$ cat src/rtl/div_pkg.sv
// Shared types and constants for the sequential restoring divider.
// Optional signed mode is enabled with the SIGNED_DIV_EN macro (see unidad_division_secuencial).
package div_pkg;

    // Default operand width and the iteration counter width that goes with it
    localparam int DIV_N = 32;
    localparam int CNT_W = $clog2(DIV_N);

    typedef enum logic [1:0] {
        IDLE = 2'd0,
        CALC = 2'd1,
        DONE = 2'd2
    } estado_div_t;

    typedef struct packed {
        logic negativo;
        logic cero;
        logic desborde;
        logic acarreo;
    } banderas_t;

    // Counter width for an arbitrary operand width (counter must hold n-1)
    function automatic int ancho_cnt(input int n);
        return (n < 2) ? 1 : $clog2(n);
    endfunction

endpackage

$ cat src/rtl/unidad_division_secuencial_paso.sv
// One restoring-division iteration: shift in a dividend bit, trial-subtract
// the divisor, keep the difference when it does not borrow.
module paso_division #(
    parameter int N = 32
) (
    input  logic [N:0]   i_resto,
    input  logic [N-1:0] i_divisor,
    input  logic         i_bit,
    output logic [N:0]   o_resto,
    output logic         o_bit_q
);

    logic [N+1:0] w_desp;
    logic [N:0]   w_dif;
    logic         w_borrow;

    // Shifted partial remainder, trial difference and borrow detection
    always_comb begin
        w_desp   = {i_resto, i_bit};
        w_borrow = (w_desp < {2'b00, i_divisor});
        w_dif    = w_desp[N:0] - {1'b0, i_divisor};
        o_bit_q  = ~w_borrow;
        o_resto  = w_borrow ? w_desp[N:0] : w_dif;
    end

endmodule

$ cat src/rtl/unidad_division_secuencial.sv
// Multi-cycle restoring divider, one quotient bit per clock.
// Handshake: a request (inicio) is taken only while listo=1 and A/B are
// captured on that edge; a result is presented while valido=1 and released
// by tomar on a clock edge. inicio outside IDLE and tomar outside DONE are
// ignored; tomar in DONE always wins over a simultaneous inicio.
// Define SIGNED_DIV_EN for two's complement operands (truncating division).
// o_estado exposes the FSM state for observation.
import div_pkg::*;

module unidad_division_secuencial #(
    parameter int N = DIV_N
) (
    input  logic        clk,
    input  logic        rst_n,
    input  logic        inicio,
    input  logic [N-1:0] A,
    input  logic [N-1:0] B,
    output logic        listo,
    input  logic        tomar,
    output logic        valido,
    output logic [N-1:0] cociente,
    output logic [N-1:0] residuo,
    output logic        banNegativo,
    output logic        banCero,
    output logic        banDesborde,
    output logic        banAcarreo,
    output estado_div_t o_estado
);

    localparam int CW = (N == DIV_N) ? CNT_W : ancho_cnt(N);
    localparam logic [CW-1:0] CNT_INI = CW'(N - 1);

    estado_div_t   r_estado;
    logic [CW-1:0] r_cnt;
    logic          r_fin;       // all bits done: next CALC cycle publishes results
    logic          r_div_cero;
    logic [N:0]    r_resto;
    logic [N-1:0]  r_dividendo;
    logic [N-1:0]  r_divisor;
    logic [N-1:0]  r_coc_trab;
    logic [N-1:0]  r_cociente;
    logic [N-1:0]  r_residuo;
    banderas_t     r_ban;
    logic          r_listo;
    logic          r_valido;
`ifdef SIGNED_DIV_EN
    logic          r_neg_q;
    logic          r_neg_r;
    logic          r_desb_sig;
`endif

    logic [N:0]    w_resto_sig;
    logic          w_bit_q;
    logic [N-1:0]  w_a_mag;
    logic [N-1:0]  w_b_mag;
    logic [N-1:0]  w_coc_u;
    logic [N-1:0]  w_res_u;
    logic [N-1:0]  w_coc_fin;
    logic [N-1:0]  w_res_fin;
    banderas_t     w_ban_fin;

    paso_division #(.N(N)) u_paso (
        .i_resto   (r_resto),
        .i_divisor (r_divisor),
        .i_bit     (r_dividendo[N-1]),
        .o_resto   (w_resto_sig),
        .o_bit_q   (w_bit_q)
    );

`ifdef SIGNED_DIV_EN
    // Operand magnitudes; the unsigned core always works on these
    assign w_a_mag = A[N-1] ? ({N{1'b0}} - A) : A;
    assign w_b_mag = B[N-1] ? ({N{1'b0}} - B) : B;
`else
    assign w_a_mag = A;
    assign w_b_mag = B;
`endif

    // Final results and flags, published on the DONE entry edge
    always_comb begin
        w_coc_u = r_coc_trab;
        // On divide by zero no iteration ran, so the dividend register is still A
        w_res_u = r_div_cero ? r_dividendo : r_resto[N-1:0];
        w_ban_fin = '0;
`ifdef SIGNED_DIV_EN
        w_res_fin = r_neg_r ? ({N{1'b0}} - w_res_u) : w_res_u;
        w_coc_fin = r_div_cero ? {N{1'b1}}
                  : (r_neg_q ? ({N{1'b0}} - w_coc_u) : w_coc_u);
        w_ban_fin.negativo = w_coc_fin[N-1];
        w_ban_fin.desborde = r_div_cero | r_desb_sig;
`else
        w_res_fin = w_res_u;
        w_coc_fin = r_div_cero ? {N{1'b1}} : w_coc_u;
        w_ban_fin.negativo = 1'b0;
        w_ban_fin.desborde = r_div_cero;
`endif
        w_ban_fin.cero    = (w_coc_fin == '0);
        w_ban_fin.acarreo = (w_res_fin != '0);
    end

    // Control FSM with datapath registers and registered outputs
    always_ff @(posedge clk or negedge rst_n) begin
        if (!rst_n) begin
            r_estado    <= IDLE;
            r_cnt       <= '0;
            r_fin       <= 1'b0;
            r_div_cero  <= 1'b0;
            r_resto     <= '0;
            r_dividendo <= '0;
            r_divisor   <= '0;
            r_coc_trab  <= '0;
            r_cociente  <= '0;
            r_residuo   <= '0;
            r_ban       <= '0;
            r_listo     <= 1'b1;
            r_valido    <= 1'b0;
`ifdef SIGNED_DIV_EN
            r_neg_q     <= 1'b0;
            r_neg_r     <= 1'b0;
            r_desb_sig  <= 1'b0;
`endif
        end else begin
            case (r_estado)
                IDLE: begin
                    if (inicio) begin
                        r_dividendo <= w_a_mag;
                        r_divisor   <= w_b_mag;
                        r_resto     <= '0;
                        r_coc_trab  <= '0;
                        r_cnt       <= CNT_INI;
                        // Divide by zero skips the iterations and publishes next edge
                        r_div_cero  <= (B == '0);
                        r_fin       <= (B == '0);
`ifdef SIGNED_DIV_EN
                        r_neg_q     <= A[N-1] ^ B[N-1];
                        r_neg_r     <= A[N-1];
                        r_desb_sig  <= (A == {1'b1, {(N-1){1'b0}}}) && (B == {N{1'b1}});
`endif
                        r_estado    <= CALC;
                        r_listo     <= 1'b0;
                    end
                end
                CALC: begin
                    if (r_fin) begin
                        r_cociente <= w_coc_fin;
                        r_residuo  <= w_res_fin;
                        r_ban      <= w_ban_fin;
                        r_fin      <= 1'b0;
                        r_estado   <= DONE;
                        r_valido   <= 1'b1;
                    end else begin
                        r_resto     <= w_resto_sig;
                        r_coc_trab  <= {r_coc_trab[N-2:0], w_bit_q};
                        r_dividendo <= {r_dividendo[N-2:0], 1'b0};
                        if (r_cnt == '0) begin
                            r_fin <= 1'b1;
                        end else begin
                            r_cnt <= r_cnt - CW'(1);
                        end
                    end
                end
                DONE: begin
                    if (tomar) begin
                        r_estado <= IDLE;
                        r_valido <= 1'b0;
                        r_listo  <= 1'b1;
                    end
                end
                default: begin
                    r_estado <= IDLE;
                    r_valido <= 1'b0;
                    r_listo  <= 1'b1;
                end
            endcase
        end
    end

    assign listo       = r_listo;
    assign valido      = r_valido;
    assign cociente    = r_cociente;
    assign residuo     = r_residuo;
    assign banNegativo = r_ban.negativo;
    assign banCero     = r_ban.cero;
    assign banDesborde = r_ban.desborde;
    assign banAcarreo  = r_ban.acarreo;
    assign o_estado    = r_estado;

endmodule

$ cat config.mk
export PLATFORM = sky130hd
export DESIGN_NAME = unidad_division_secuencial
export DESIGN_NICKNAME = d
export VERILOG_FILES = /design/src/rtl/div_pkg.sv /design/src/rtl/unidad_division_secuencial_paso.sv /design/src/rtl/unidad_division_secuencial.sv
export SDC_FILE = /design/constraint.sdc
export NUM_CORES = 1
export LEC_CHECK = 0
export CAP_MARGIN = 30
export CORE_MARGIN = 4
export CORE_UTILIZATION = 56
export DETAILED_ROUTE_END_ITERATION = 7
export GPL_TIMING_DRIVEN = 0
export MAX_ROUTING_LAYER = met4
export PLACE_DENSITY = 0.88
export SLEW_MARGIN = 5
export SYNTH_ARGS = -nofsm -noshare
export SYNTH_HDL_FRONTEND = slang
export SYNTH_SLANG_ARGS = --single-unit
$ cat constraint.sdc
create_clock -name clk -period 3.98 [get_ports clk]
set_clock_uncertainty 0.05 [all_clocks]
set_input_delay 0.796 -clock clk [delete_from_list [all_inputs] [get_ports clk]]
set_output_delay 0.796 -clock clk [all_outputs]
set_load 0.01 [all_outputs]
; ---- Word-level counts from Yosys, hierarchy flattened
; Index checks and enable logic that the tools add are counted.
[word_totals]
regBits = 207
inputBits = 68
out_inout_bits = 72
[classes]
n_addsub = 2
magnitude_cmp = 1
n_eq_ne = 7
mux = 30
bitwise = 3
reduce_logical = 14
[op_table]
columns = op, count
row1 = 2-to-1 mux 32 bit, 6
row2 = case mux 32 bit (2 select lines), 2
row3 = 2-to-1 mux 33 bit, 3
row4 = case mux 33 bit (2 select lines), 1
row5 = logical NOT 32 bit, 2
row6 = < comparator 34 x 32 -> 1 bit, 1
row7 = subtractor 33 x 32 -> 33 bit, 1
row8 = nonzero test 32 bit, 1
row9 = 2-to-1 mux 5 bit, 3
row10 = AND reduction 3 bit, 4
row11 = "inequality test 2 bit, second input constant", 5
row12 = case mux 5 bit (2 select lines), 1
row13 = 2-to-1 mux 1 bit, 7
row14 = 2-to-1 mux 2 bit, 3
row15 = case mux 1 bit (3 select lines), 2
row16 = case mux 2 bit (3 select lines), 1
row17 = AND reduction 2 bit, 3
row18 = logical NOT 5 bit, 1
row19 = "subtractor 5 x 1 -> 5 bit, second input constant", 1
row20 = AND reduction 4 bit, 1
row21 = inverter 1 bit, 3
row22 = "equality test 2 x 1 -> 1 bit, second input constant", 1
row23 = "equality test 2 bit, second input constant", 1
row24 = logical NOT 2 bit, 1
row25 = other kinds (2), 2

; ---- Longest topological paths before layout
; Gate-level depths: netlist of the first run.
[depth]
word_depth = 4
mapped_depth = 14
ltp_nobuf = 12

; ---- By module
; A second synthesis of the first run with hierarchy kept.
[unflattened]
hier_cells = 1143
hier_area_um2 = 10761.6
[modules_own_cells]
columns = module, n_inst, cells_per_inst, area_per_inst_um2, seq_area_each_um2
row1 = unidad_division_secuencial, 1, 805, 8565.7, 5181.2
row2 = paso_division, 1, 338, 2195.9, 0.0

; ---- Least setup slack after synthesis of the first run
; OpenSTA, ideal clock, no wires.
[synth_timing]
path_kind = register -> register
from = register r_dividendo[31]
to = register r_resto[23]
setup_ps = 131
t_arrival_ps = 2912
required_time_ps = 3799
slack_ps = 886
stages_incl_launch_ff = 15
path_buffers = 2
period_less_slack_ps = 3094
path_cell_list = dfrtp_1 inv_1 ha_1 fa_1 nand2b_1 a21o_1 a31oi_1 o311ai_1 or4_1 a21o_1 and3_1 buf_6 buf_6 a32oi_1 o31ai_1
[synth_between]
elab_chain_len = 4
word_cells_on_any_way = 5
[synth_rtl]
columns = item, line
row1 = from (decl), unidad_division_secuencial.sv:38  ; logic [N-1:0] r_dividendo;
row2 = from (signal assigned), unidad_division_secuencial.sv:126  ; r_dividendo <= w_a_mag;
row3 = from (signal assigned), unidad_division_secuencial.sv:154  ; r_dividendo <= {r_dividendo[N-2:0], 1'b0};
row4 = subtractor 33 x 32 -> 33 bit / < comparator 34 x 32 -> 1 bit (equally long branches), "unidad_division_secuencial_paso.sv:21, unidad_division_secuencial_paso.sv:20"
row5 = 2-to-1 mux 33 bit *, unidad_division_secuencial_paso.sv:23  ; o_resto = w_borrow ? w_desp[N:0] : w_dif;
row6 = 2-to-1 mux 33 bit *, unidad_division_secuencial.sv:144  ; if (r_fin) begin
row7 = case mux 33 bit (2 select lines) *, unidad_division_secuencial.sv:123  ; case (r_estado)
row8 = to (signal assigned), unidad_division_secuencial.sv:152  ; r_resto <= w_resto_sig;
row9 = to (decl), unidad_division_secuencial.sv:37  ; logic [N:0] r_resto;
; Every way passes the cells marked *; elsewhere a longest branch is shown, timed or not. The select of a mux whose other input is x is not followed.
; A chain may end at the register's enable or synchronous reset.

; ---- Worst setup path in the final report of the first run
[layout_timing]
from = register r_dividendo[31]
to = register r_resto[28]
; The elaborated chain is that of the path after synthesis.

==> flow_metrics.tcl, run 1 <==
set metrics [dict create \
    outcome "completed" \
    cts_root_buf "clkbuf_16" \
    syn_avg_cell_area_um2 9.47 \
    fin_setup_tns_ns 0 \
    dpl.hpwl_mm 21.9 \
    start_util 0.577 \
    antenna_found_initial 0 \
    grt_pass1_vias 9228 \
    cts-buffers-inserted 22 \
    drive_above_1_share 0.0380 \
    drv_slew 0 \
    grt_overflow 0 \
    synth_top_area_cell "dfrtp_1" \
    die_h_um 145 \
    reg2regPathDepth 12 \
    p_total_mw 12.4 \
    dp.cells 1478 \
    r2r_slack_ns 0.23 \
    routed_via_density 6.21 \
    slew_headroom 0.442 \
    rsz0062_at_grt "no" \
    worst_slew_pin_slew_ns 0.834 \
    setup_viol 0 \
    hold_buffers 0 \
    post_cts.repair.setup_buffers 0 \
    synth.net_count 1213 \
    htreeDepth 1 \
    core-area_um2 18200 \
    period_share 0.941 \
    yosys_warnings 0 \
    peakVddDrop_mv 0.596 \
    dr_total_vias 9413 \
    ant_nets 0 \
    grt_pass1_wl_mm 47.7 \
    syn_inst 1110 \
    netlist_top_cells_area "dfrtp_1 49%, mux2i_1 8.0%, o21ai_0 7.9%" \
    crit_buf_inv 1 \
    area_growth_pct 22.8 \
    io_pins 140 \
    cts_max_path_buffers 3 \
    dpl_cell_area_um2 12200 \
    antenna_cells 0 \
    dr.pass1.iters 6 \
    crit_arrival_ns 4.08 \
    rows 49 \
    instances_no_fill 1517 \
    netlist_area_um2 10500 \
    slowest_stage "or3b_2" \
    leakage_nw 5.70 \
    crit_path_max_fanout 4 \
    synth-async-reset-ratio 1.00 \
    nets 1376 \
    worst-path-stages 12 \
    period_needed_ns 3.75 \
    gp_congestion 0.936 \
    seq_area_frac_synth 0.493 \
    cap_violations 0 \
    cts_tree "built" \
    wl_per_cell_um 19.7 \
    end_kind "register" \
    final_cell_area_um2 12900 \
    drc 0 \
    hold_class "input port to async pin" \
    max_freq_ghz 0.267 \
    ctsResizeCount 0 \
    wl_mm 29.9 \
    insertion_delay_ns 0.52 \
    crit_family "compound AO/OA/AOI/OAI gates" \
    clock-sinks 207 \
    grt_max_degree 116 \
    track_usage 0.283 \
    worstSetupPathType "register to register" \
    power_density_nw_per_um2 963 \
    critPathRequiredTime_ns 4.32 \
    cp_cell_sequence "inv_1 -> ha_1 -> fa_1 -> nand2b_1 -> a21o_1 -> a31oi_1 -> o311ai_1 -> o21ai_1 -> a21oi_1 -> or3b_2 -> a2111oi_1 -> nor3_1" \
    crit_path_start_kind "register" \
    synth_cell_type_count 57 \
    fillers 1291 \
    synth-seq-cells 207 \
    io_buffers 138 \
    synth_edf_count 0 \
    slowest_delay_ns 0.51 \
    drt_iter0_drc 1078 \
    fp.dieArea_um2 21000 \
    path_clk_slew_ns 0.06 \
    finalHoldViolCount 0 \
    ys.flop_type "dfrtp_1" \
    fp.dieW_um 145 \
    netlist.area_leader.share 0.490 \
]
[cell usage in the layout, fill, tap and decap left out, types with 6 or more instances in the layout]
cell type and instances:
dfrtp_1 206, nand2_1 190, o21ai_0 166, clkdlybuf4s50_1 137
mux2i_1 84, clkbuf_1 59, nor2_1 53, inv_1 45
a21oi_1 42, ha_1 34, a22o_1 33, nor4_1 28
clkbuf_16 22, xnor2_1 17, a21o_1 15, nor3_1 14
nand3_1 11, xor2_1 11, a32oi_1 10, a31oi_1 9
nand4_1 9, o21ai_1 7, nand2b_1 6, o21a_1 6
[cell usage after synthesis (all sizes together) (14+ instances only)]
| cell type | n |
|---|---|
| clkbuf | 57 |
| o21ai | 173 |
| mux2i | 84 |
| nor2 | 53 |
| inv | 45 |
| dfrtp | 206 |
| ha | 34 |
| a21o | 15 |
| a21oi | 42 |
| a22o | 33 |
| nor3 | 14 |
| nand2 | 190 |
| nor4 | 28 |
| xnor2 | 17 |
[worst paths after layout]
kind	to	startpoint
setup / recovery	r_resto[28]$_DFFE_PN0P_	r_dividendo[31]$_DFFE_PN0P_
hold reg to reg	cociente[5]$_DFFE_PN0P_	cociente[5]$_DFFE_PN0P_
setup reg to reg	r_resto[28]$_DFFE_PN0P_	r_dividendo[31]$_DFFE_PN0P_
min in group clk	cociente[5]$_DFFE_PN0P_	cociente[5]$_DFFE_PN0P_
max in group asynchronous	r_cnt[0]$_DFFE_PN0P_	rst_n
hold / removal	r_dividendo[5]$_DFFE_PN0P_	rst_n
[stage by stage]
stage / hold WS (ns) / setup slack, ns / utilization
after floorplan: 0.402 / 0.886 / -
after global placement: 0.415 / -6.17 / 0.669
after detailed placement: 0.419 / 0.358 / 0.671
after CTS: 0.271 / 0.308 / 0.709
after global routing: 0.295 / 0.0648 / 0.709
final: 0.238 / 0.234 / 0.709
[power by group]
part | internal (mW) | switching [mW]
clock | 1.14 | 0.843
combinational | 2.84 | 3.67
sequential | 2.99 | 0.939
[layout make-up]
cell class | instances | area [um2] | share of cell area
multi-input combinational | 795 | 4890 | 0.379
inverter | 45 | 169 | 0.0131
clock inverter | 9 | 86.3 | 0.00669
timing repair buffer | 139 | 1410 | 0.110
tap | 229 | 287 | 0.0222
sequential | 207 | 5180 | 0.401
buffer | 63 | 274 | 0.0212
clock buffer | 30 | 611 | 0.0473
[state kept, by name, summed over array words and instances (netlist names), 2 cells and up]
name         cells
o_estado         2
r_cnt            5
r_coc_trab      32
r_resto         33
r_dividendo     32
r_divisor       32
cociente        32
residuo         32
[routing by layer]
metal  track usage  vias up  part of all wire
met3        0.0480       96              0.10
met1         0.376     4478              0.40
met2         0.446      563              0.47
met4        0.0974        0             0.036
li1              -     4276                 -
met5             -        -                 0
[cell families (layout without fill, tap and decap cells)]
family,Yosys count,after routing,share of synthesized area
buffers and inverters,108,286,0.0421
adders and majority gates,35,35,0.0424
other,1,1,0.000357
and+or+nand+nor,333,333,0.139
DFF,207,207,0.493
AOI/OAI and AO/OA,313,313,0.178
xor gates and xnor gates,28,28,0.0233
muxes,85,85,0.0811
No activity file was read; power rests on OpenSTA's default activity.
==> inputs of run 2 (changes only) <==
--- a/config.mk
+++ b/config.mk
@@ -12,6 +12,7 @@
 export GPL_TIMING_DRIVEN = 0
 export MAX_ROUTING_LAYER = met4
 export PLACE_DENSITY = 0.88
+export SKIP_CTS_REPAIR_TIMING = 1
 export SLEW_MARGIN = 5
 export SYNTH_ARGS = -nofsm -noshare
 export SYNTH_HDL_FRONTEND = slang
==> results of run 2 <==
No change in the layout: final DEF, timing and power equal those of run 1.
